[src/rtl/id_stage_pipe.sv]
// id_stage_pipe: pipelined instruction decode stage with register file, WB bypass,
// load-use hazard detection and flush.
//
// Ports:
//   clk, rst                  clock (rising edge), asynchronous active-low reset
//   in_valid/in_ready         IF -> ID handshake
//   in_instr, in_pc           instruction word and its PC from IF
//   wb_we, wb_rd, wb_data     register-file write port from WB
//   ex_memread, ex_rd         EX-stage load indication for load-use detection
//   flush                     kills the ID/EX payload and the current IF instruction
//   out_valid/out_ready       ID -> EX handshake
//   out_pc .. out_illegal     registered ID/EX payload
//   hazard_stall              combinational load-use stall indication
module id_stage_pipe #(
    parameter int XLEN      = 32,
    parameter int REG_COUNT = 32,
    parameter bit BYPASS    = 1'b1
) (
    input  logic            clk,
    input  logic            rst,
    input  logic            in_valid,
    output logic            in_ready,
    input  logic [31:0]     in_instr,
    input  logic [XLEN-1:0] in_pc,
    input  logic            wb_we,
    input  logic [4:0]      wb_rd,
    input  logic [XLEN-1:0] wb_data,
    input  logic            ex_memread,
    input  logic [4:0]      ex_rd,
    input  logic            flush,
    output logic            out_valid,
    input  logic            out_ready,
    output logic [XLEN-1:0] out_pc,
    output logic [XLEN-1:0] out_rdata1,
    output logic [XLEN-1:0] out_rdata2,
    output logic [XLEN-1:0] out_imm,
    output logic [4:0]      out_rs1,
    output logic [4:0]      out_rs2,
    output logic [4:0]      out_rd,
    output logic [2:0]      out_funct3,
    output logic [6:0]      out_funct7,
    output logic [7:0]      out_ctrl,
    output logic            out_illegal,
    output logic            hazard_stall
);
    localparam int AW = (REG_COUNT > 1) ? $clog2(REG_COUNT) : 1;

    localparam logic [6:0] OP_R      = 7'b0110011;
    localparam logic [6:0] OP_I      = 7'b0010011;
    localparam logic [6:0] OP_LOAD   = 7'b0000011;
    localparam logic [6:0] OP_STORE  = 7'b0100011;
    localparam logic [6:0] OP_BRANCH = 7'b1100011;
    localparam logic [6:0] OP_JALR   = 7'b1100111;
    localparam logic [6:0] OP_LUI    = 7'b0110111;
    localparam logic [6:0] OP_AUIPC  = 7'b0010111;
    localparam logic [6:0] OP_JAL    = 7'b1101111;

    logic [6:0]        opcode;
    logic [4:0]        rs1, rs2, rd;
    logic [AW-1:0]     rs1_idx, rs2_idx, wb_idx;
    logic [7:0]        ctrl;
    logic              illegal;
    logic              rs1_used, rs2_used;
    logic              hazard, adv;
    logic signed [31:0] imm32;
    logic [XLEN-1:0]   imm, rdata1, rdata2;
    logic [XLEN-1:0]   regs [REG_COUNT];

    assign opcode  = in_instr[6:0];
    assign rd      = in_instr[11:7];
    assign rs1     = in_instr[19:15];
    assign rs2     = in_instr[24:20];
    assign rs1_idx = rs1[AW-1:0];
    assign rs2_idx = rs2[AW-1:0];
    assign wb_idx  = wb_rd[AW-1:0];

    // ctrl = {RegWrite,MemRead,MemWrite,Branch,MemtoReg,ALUSrc,ALUOp[1:0]}
    always_comb begin
        ctrl    = (opcode == OP_R)      ? 8'b1000_0010 :
                  (opcode == OP_I)      ? 8'b1000_0110 :
                  (opcode == OP_LOAD)   ? 8'b1100_1100 :
                  (opcode == OP_STORE)  ? 8'b0010_0100 :
                  (opcode == OP_BRANCH) ? 8'b0001_0001 : 8'b0000_0000;
        illegal = !(opcode == OP_R || opcode == OP_I || opcode == OP_LOAD ||
                    opcode == OP_STORE || opcode == OP_BRANCH);
        rs1_used = (opcode == OP_R) || (opcode == OP_I) || (opcode == OP_LOAD) ||
                   (opcode == OP_STORE) || (opcode == OP_BRANCH);
        rs2_used = (opcode == OP_R) || (opcode == OP_STORE) || (opcode == OP_BRANCH);
    end

    // Immediates are assembled at 32 bits and then sign-extended to XLEN.
    always_comb begin
        imm32 = (opcode == OP_I || opcode == OP_LOAD || opcode == OP_JALR) ?
                    {{20{in_instr[31]}}, in_instr[31:20]} :
                (opcode == OP_STORE) ?
                    {{20{in_instr[31]}}, in_instr[31:25], in_instr[11:7]} :
                (opcode == OP_BRANCH) ?
                    {{19{in_instr[31]}}, in_instr[31], in_instr[7], in_instr[30:25], in_instr[11:8], 1'b0} :
                (opcode == OP_LUI || opcode == OP_AUIPC) ?
                    {in_instr[31:12], 12'b0} :
                (opcode == OP_JAL) ?
                    {{11{in_instr[31]}}, in_instr[31], in_instr[19:12], in_instr[20], in_instr[30:21], 1'b0} :
                    32'sd0;
        imm = XLEN'(imm32);
    end

    // Asynchronous reads; index 0 is hard-wired to zero, WB optionally forwarded.
    always_comb begin
        rdata1 = (rs1_idx == '0) ? '0 :
                 (BYPASS && wb_we && wb_idx == rs1_idx) ? wb_data : regs[rs1_idx];
        rdata2 = (rs2_idx == '0) ? '0 :
                 (BYPASS && wb_we && wb_idx == rs2_idx) ? wb_data : regs[rs2_idx];
    end

    always_ff @(posedge clk or negedge rst) begin
        if (!rst) begin
            for (int i = 0; i < REG_COUNT; i++) regs[i] <= '0;
        end else if (wb_we && wb_idx != '0) begin
            regs[wb_idx] <= wb_data;
        end
    end

    assign hazard = in_valid && ex_memread && ex_rd != 5'd0 &&
                    ((rs1_used && ex_rd == rs1) || (rs2_used && ex_rd == rs2));
    assign hazard_stall = hazard;
    assign adv          = out_ready || !out_valid;
    // During a flush the IF instruction is consumed and discarded.
    assign in_ready     = flush || (adv && !hazard);

    always_ff @(posedge clk or negedge rst) begin
        if (!rst) begin
            out_valid   <= 1'b0;
            out_pc      <= '0;
            out_rdata1  <= '0;
            out_rdata2  <= '0;
            out_imm     <= '0;
            out_rs1     <= '0;
            out_rs2     <= '0;
            out_rd      <= '0;
            out_funct3  <= '0;
            out_funct7  <= '0;
            out_ctrl    <= '0;
            out_illegal <= 1'b0;
        end else if (flush) begin
            out_valid <= 1'b0;
        end else if (adv) begin
            out_valid <= in_valid && !hazard;
            if (!hazard) begin
                out_pc      <= in_pc;
                out_rdata1  <= rdata1;
                out_rdata2  <= rdata2;
                out_imm     <= imm;
                out_rs1     <= rs1;
                out_rs2     <= rs2;
                out_rd      <= rd;
                out_funct3  <= in_instr[14:12];
                out_funct7  <= in_instr[31:25];
                out_ctrl    <= ctrl;
                out_illegal <= illegal;
            end
        end
    end
endmodule

[config.mk]
export PLATFORM = sky130hd
export DESIGN_NAME = id_stage_pipe
export DESIGN_NICKNAME = d
export VERILOG_FILES = /design/src/rtl/id_stage_pipe.sv
export SDC_FILE = /design/constraint.sdc
export NUM_CORES = 2
export LEC_CHECK = 0
export CAP_MARGIN = 20
export CORE_AREA = 2 2 371 373
export DETAILED_ROUTE_END_ITERATION = 10
export DIE_AREA = 0 0 373 375
export PLACE_DENSITY = 0.69
export SYNTH_ARGS = -nofsm -noshare
export SYNTH_HDL_FRONTEND = slang
export SYNTH_SLANG_ARGS = --single-unit
[constraint.sdc]
create_clock -name clk -period 3.9 [get_ports clk]
set_input_delay 0.975 -clock clk [delete_from_list [all_inputs] [get_ports clk]]
set_output_delay 0.975 -clock clk [all_outputs]
set_load 0.05 [all_outputs]
==> results.md <==
* Avg Cell Area, Syn at 14.45 sq um
* Placed insts at 6006
* RSZ-0062 raised after global routing: no
* Effective utilization at floorplan at 44.52%
* Final weighted congestion in routability-driven placement at 0.8673
* Yosys top cell by area: dfrtp_1
* DRC at 0
* Post-layout nets at 4462
* Core box area at 0.1363 sq mm
* Setup crit end kind: primary output
* Largest net degree at the start of global routing at 124
* Critical Path Max Stage Delay at 430 ps
* RR Startpoint: out_valid
* Register-to-Register Path Depth at 7
* Crit Path Category: in -> out
* Global route total overflow at 0
* First-iteration detailed-routing DRC count at 4272
* Max-cap violations at 0
* Share of the synthesized area in the top cell type at 48.86%
* Slew Limit Fails at 0
* Site row count at 136
* Share of synthesized registers carrying an async set or reset at 100.0%
* Startpoint Class: primary input
* Vias per inst at 6.616
* Maximum root-to-sink buffer count at 3
* Routed Antenna Nets at 0
* Data arrival time of the worst path at 2870 ps
* Post-CTS Hold Fix Bufs at 0
* Capturing point of the worst reg2reg path: out_rdata2[30]
* Worst Path Buf+Inv at 3
* DRT Pass-1 Iters at 8
* Worst path cell trace: clkdlybuf4s50_1 > nand4bb_1 > a21oi_1 > nand4_1 > a21oi_4 > buf_12 > o21bai_2 > buf_4
* CTS Buf Count at 119
* Layout cells sized above 1 at 47.13%
* Count of input and output buffers at 277
* Slew Limit Headroom at 24.68%
* Cells after synthesis at 4199
* Layout overhead on the synthesized area at 16.78%
* Seq/Total Area, Yosys at 48.86%
* Post-synthesis net count at 4312
* Chip height at 375 microns
* Worst-path clk slew at 60 ps
* Static Leak at 30.29 nW
* Synth Register Bits at 1185
* Post-synth EDFFs at 0
* Number of post-CTS setup repair buffers at 0
* Die area at 0.1399 sq mm
* Tmin final at 3842 ps
* Fin area at 0.07087 sq mm
* Critical path fanouts, max at 7
* Clk sink count at 1185
* Delay-heaviest family, CP: buffers and inverters
* Die W at 373 microns
* GRT Total Usage at 28.37%
* CP Data Required Time at 2920 ps
* Clock root buffer: clkbuf_16
* Tightest Pin Transition at 1126 ps
* Total number of vias at 41260
* CTS tree: yes
* CP max-delay cell: clkdlybuf4s50_1
* Final Hold Vio Count at 0
* Worst hold path class: in -> async
* Max rail drop VDD at 0.3822 mV
* Final setup fails at 0
* Status: finished, final reports clean
* Fin crit share at 98.51%
* Distinct cells, synth at 54
* Synth top area cells: dfrtp_1 (49%), mux2_2 (23%), mux4_2 (15%)
* Final WL at 200.1 mm
* YS warnings at 0
* Final HPWL DP at 119.8 mm
* Clk_skew at 26.92 ps
* Vias in the first global route at 41950
* H-Tree Depth at 3
* Final std cells w/o fill at 6236
* Post-placement cell area at 0.06639 sq mm
* Clk_lat worst skew at 760 ps
* Wire length of the first global-routing pass at 293.3 mm
* Syn Std Cell Area at 0.06068 sq mm
* Initial antenna violation count at 1
* Io pins at 278
* Reg-to-reg setup timing slack at 1540 ps
* PwrDens at 510.7 mW/mm^2
* Fmax at 0.2603 GHz
* Per-cell routed wire length at 32.09 microns
* Most used DFF post-synth: dfrtp_1
* Post-CTS Resized at 0
[synthesized netlist by cell type, drive strengths merged (11+ instances only)]
cell,count
or4,33
mux2,1220
xor2,11
nand2,61
a21oi,21
o31ai,14
nand3,34
clkbuf,225
dfrtp,1185
mux4,404
nor2b,31
o21ai,50
mux2i,65
o22ai,221
nor4,30
a211oi,55
nor2,90
nor3,65
a221o,64
buf,241
[per-layer routing]
layer  vias up  wire length (microns)  track usage (%)
met5         -                     11                0
met1     22020                  81850            39.16
met3       456                  19800            7.145
met4         2                   9064            12.12
li1      16470                      -                -
met2      2310                  89420            42.69
[kinds of logic after synthesis]
group                     after synthesis  synth area share, %
AOI/OAI and AO/OA                     446                5.089
DFF                                  1185                48.86
muxes                                1689                38.70
and+or+nand+nor                       389                3.379
xor gates and xnor gates               20               0.2887
buffers and inverters                 470                3.674
[layout by cell type (no fill, tap or decap), types with 18 or more instances in the layout]
cell,instances
mux2_2,1220
dfrtp_1,1185
mux4_2,404
clkdlybuf4s50_1,268
o22ai_1,221
clkbuf_16,129
buf_4,117
buf_12,86
nor2_1,72
nor3_1,65
mux2i_1,65
a221o_1,64
a211oi_1,55
o21ai_0,50
nand2_1,42
or4_1,33
nand3_1,33
nor2b_1,31
nor4_1,29
clkbuf_1,29
clkbuf_8,26
a21oi_1,20
nor2_4,18
[state kept, by name, indices dropped and copies added (netlist names)]
name	cells
out_valid	1
out_funct3	3
out_rdata2	32
out_pc	32
out_imm	32
out_rdata1	32
out_rd	5
out_funct7	7
regs	1024
out_ctrl	6
out_illegal	1
out_rs1	5
out_rs2	5
[worst max-delay path by stage]
stage | from | to | slack, ps | cells past startpoint
3_5_place_dp | wb_rd[2] | regs[769] | -10 | 5
4_1_cts | ex_rd[0] | in_ready | 80 | 8
5_1_grt | in_instr[3] | in_ready | 6 | 8
3_3_place_gp | ex_rd[0] | in_ready | 40 | 8
2_1_floorplan | in_instr[20] | in_ready | 100 | 9
6_report | in_instr[3] | in_ready | 60 | 8
[final cells by class]
class	instances	area, sq um
Fill cell	11180	65440
Clock inverter	36	603.1
Tap cell	1794	2245
Multi-Input combinational cell	2544	29070
Sequential cell	1185	29650
Clock buffer	177	3520
Inverter	4	15.01
Antenna cell	1	2.502
Timing Repair Buffer	495	5762
[report_power, final]
part	internal (mW)	leakage [nW]	switching [mW]
combinational	4.26	13.1	3.37
clock	7.24	2.03	5.04
sequential	14.5	15.2	1.75
total	26.0	30.3	10.2
[per-stage QoR]
| stage | TNS, ps | setup slack (ps) | hold slack [ps] | utilization, % | power, mW |
|---|---|---|---|---|---|
| 2_1_floorplan | 0 | 96.01 | 441.3 | - | 21.33 |
| 3_3_place_gp | 0 | 44.98 | 377.6 | 48.67 | 23.66 |
| 3_5_place_dp | -13.48 | -10.41 | 384.2 | 48.71 | 23.94 |
| 4_1_cts | 0 | 81.20 | 160.6 | 51.73 | 36.20 |
| 5_1_grt | 0 | 5.654 | 185.3 | 51.99 | 37.51 |
| 6_report | 0 | 58.28 | 157.9 | 51.99 | 36.19 |
Power figures use the tool's default switching activity.
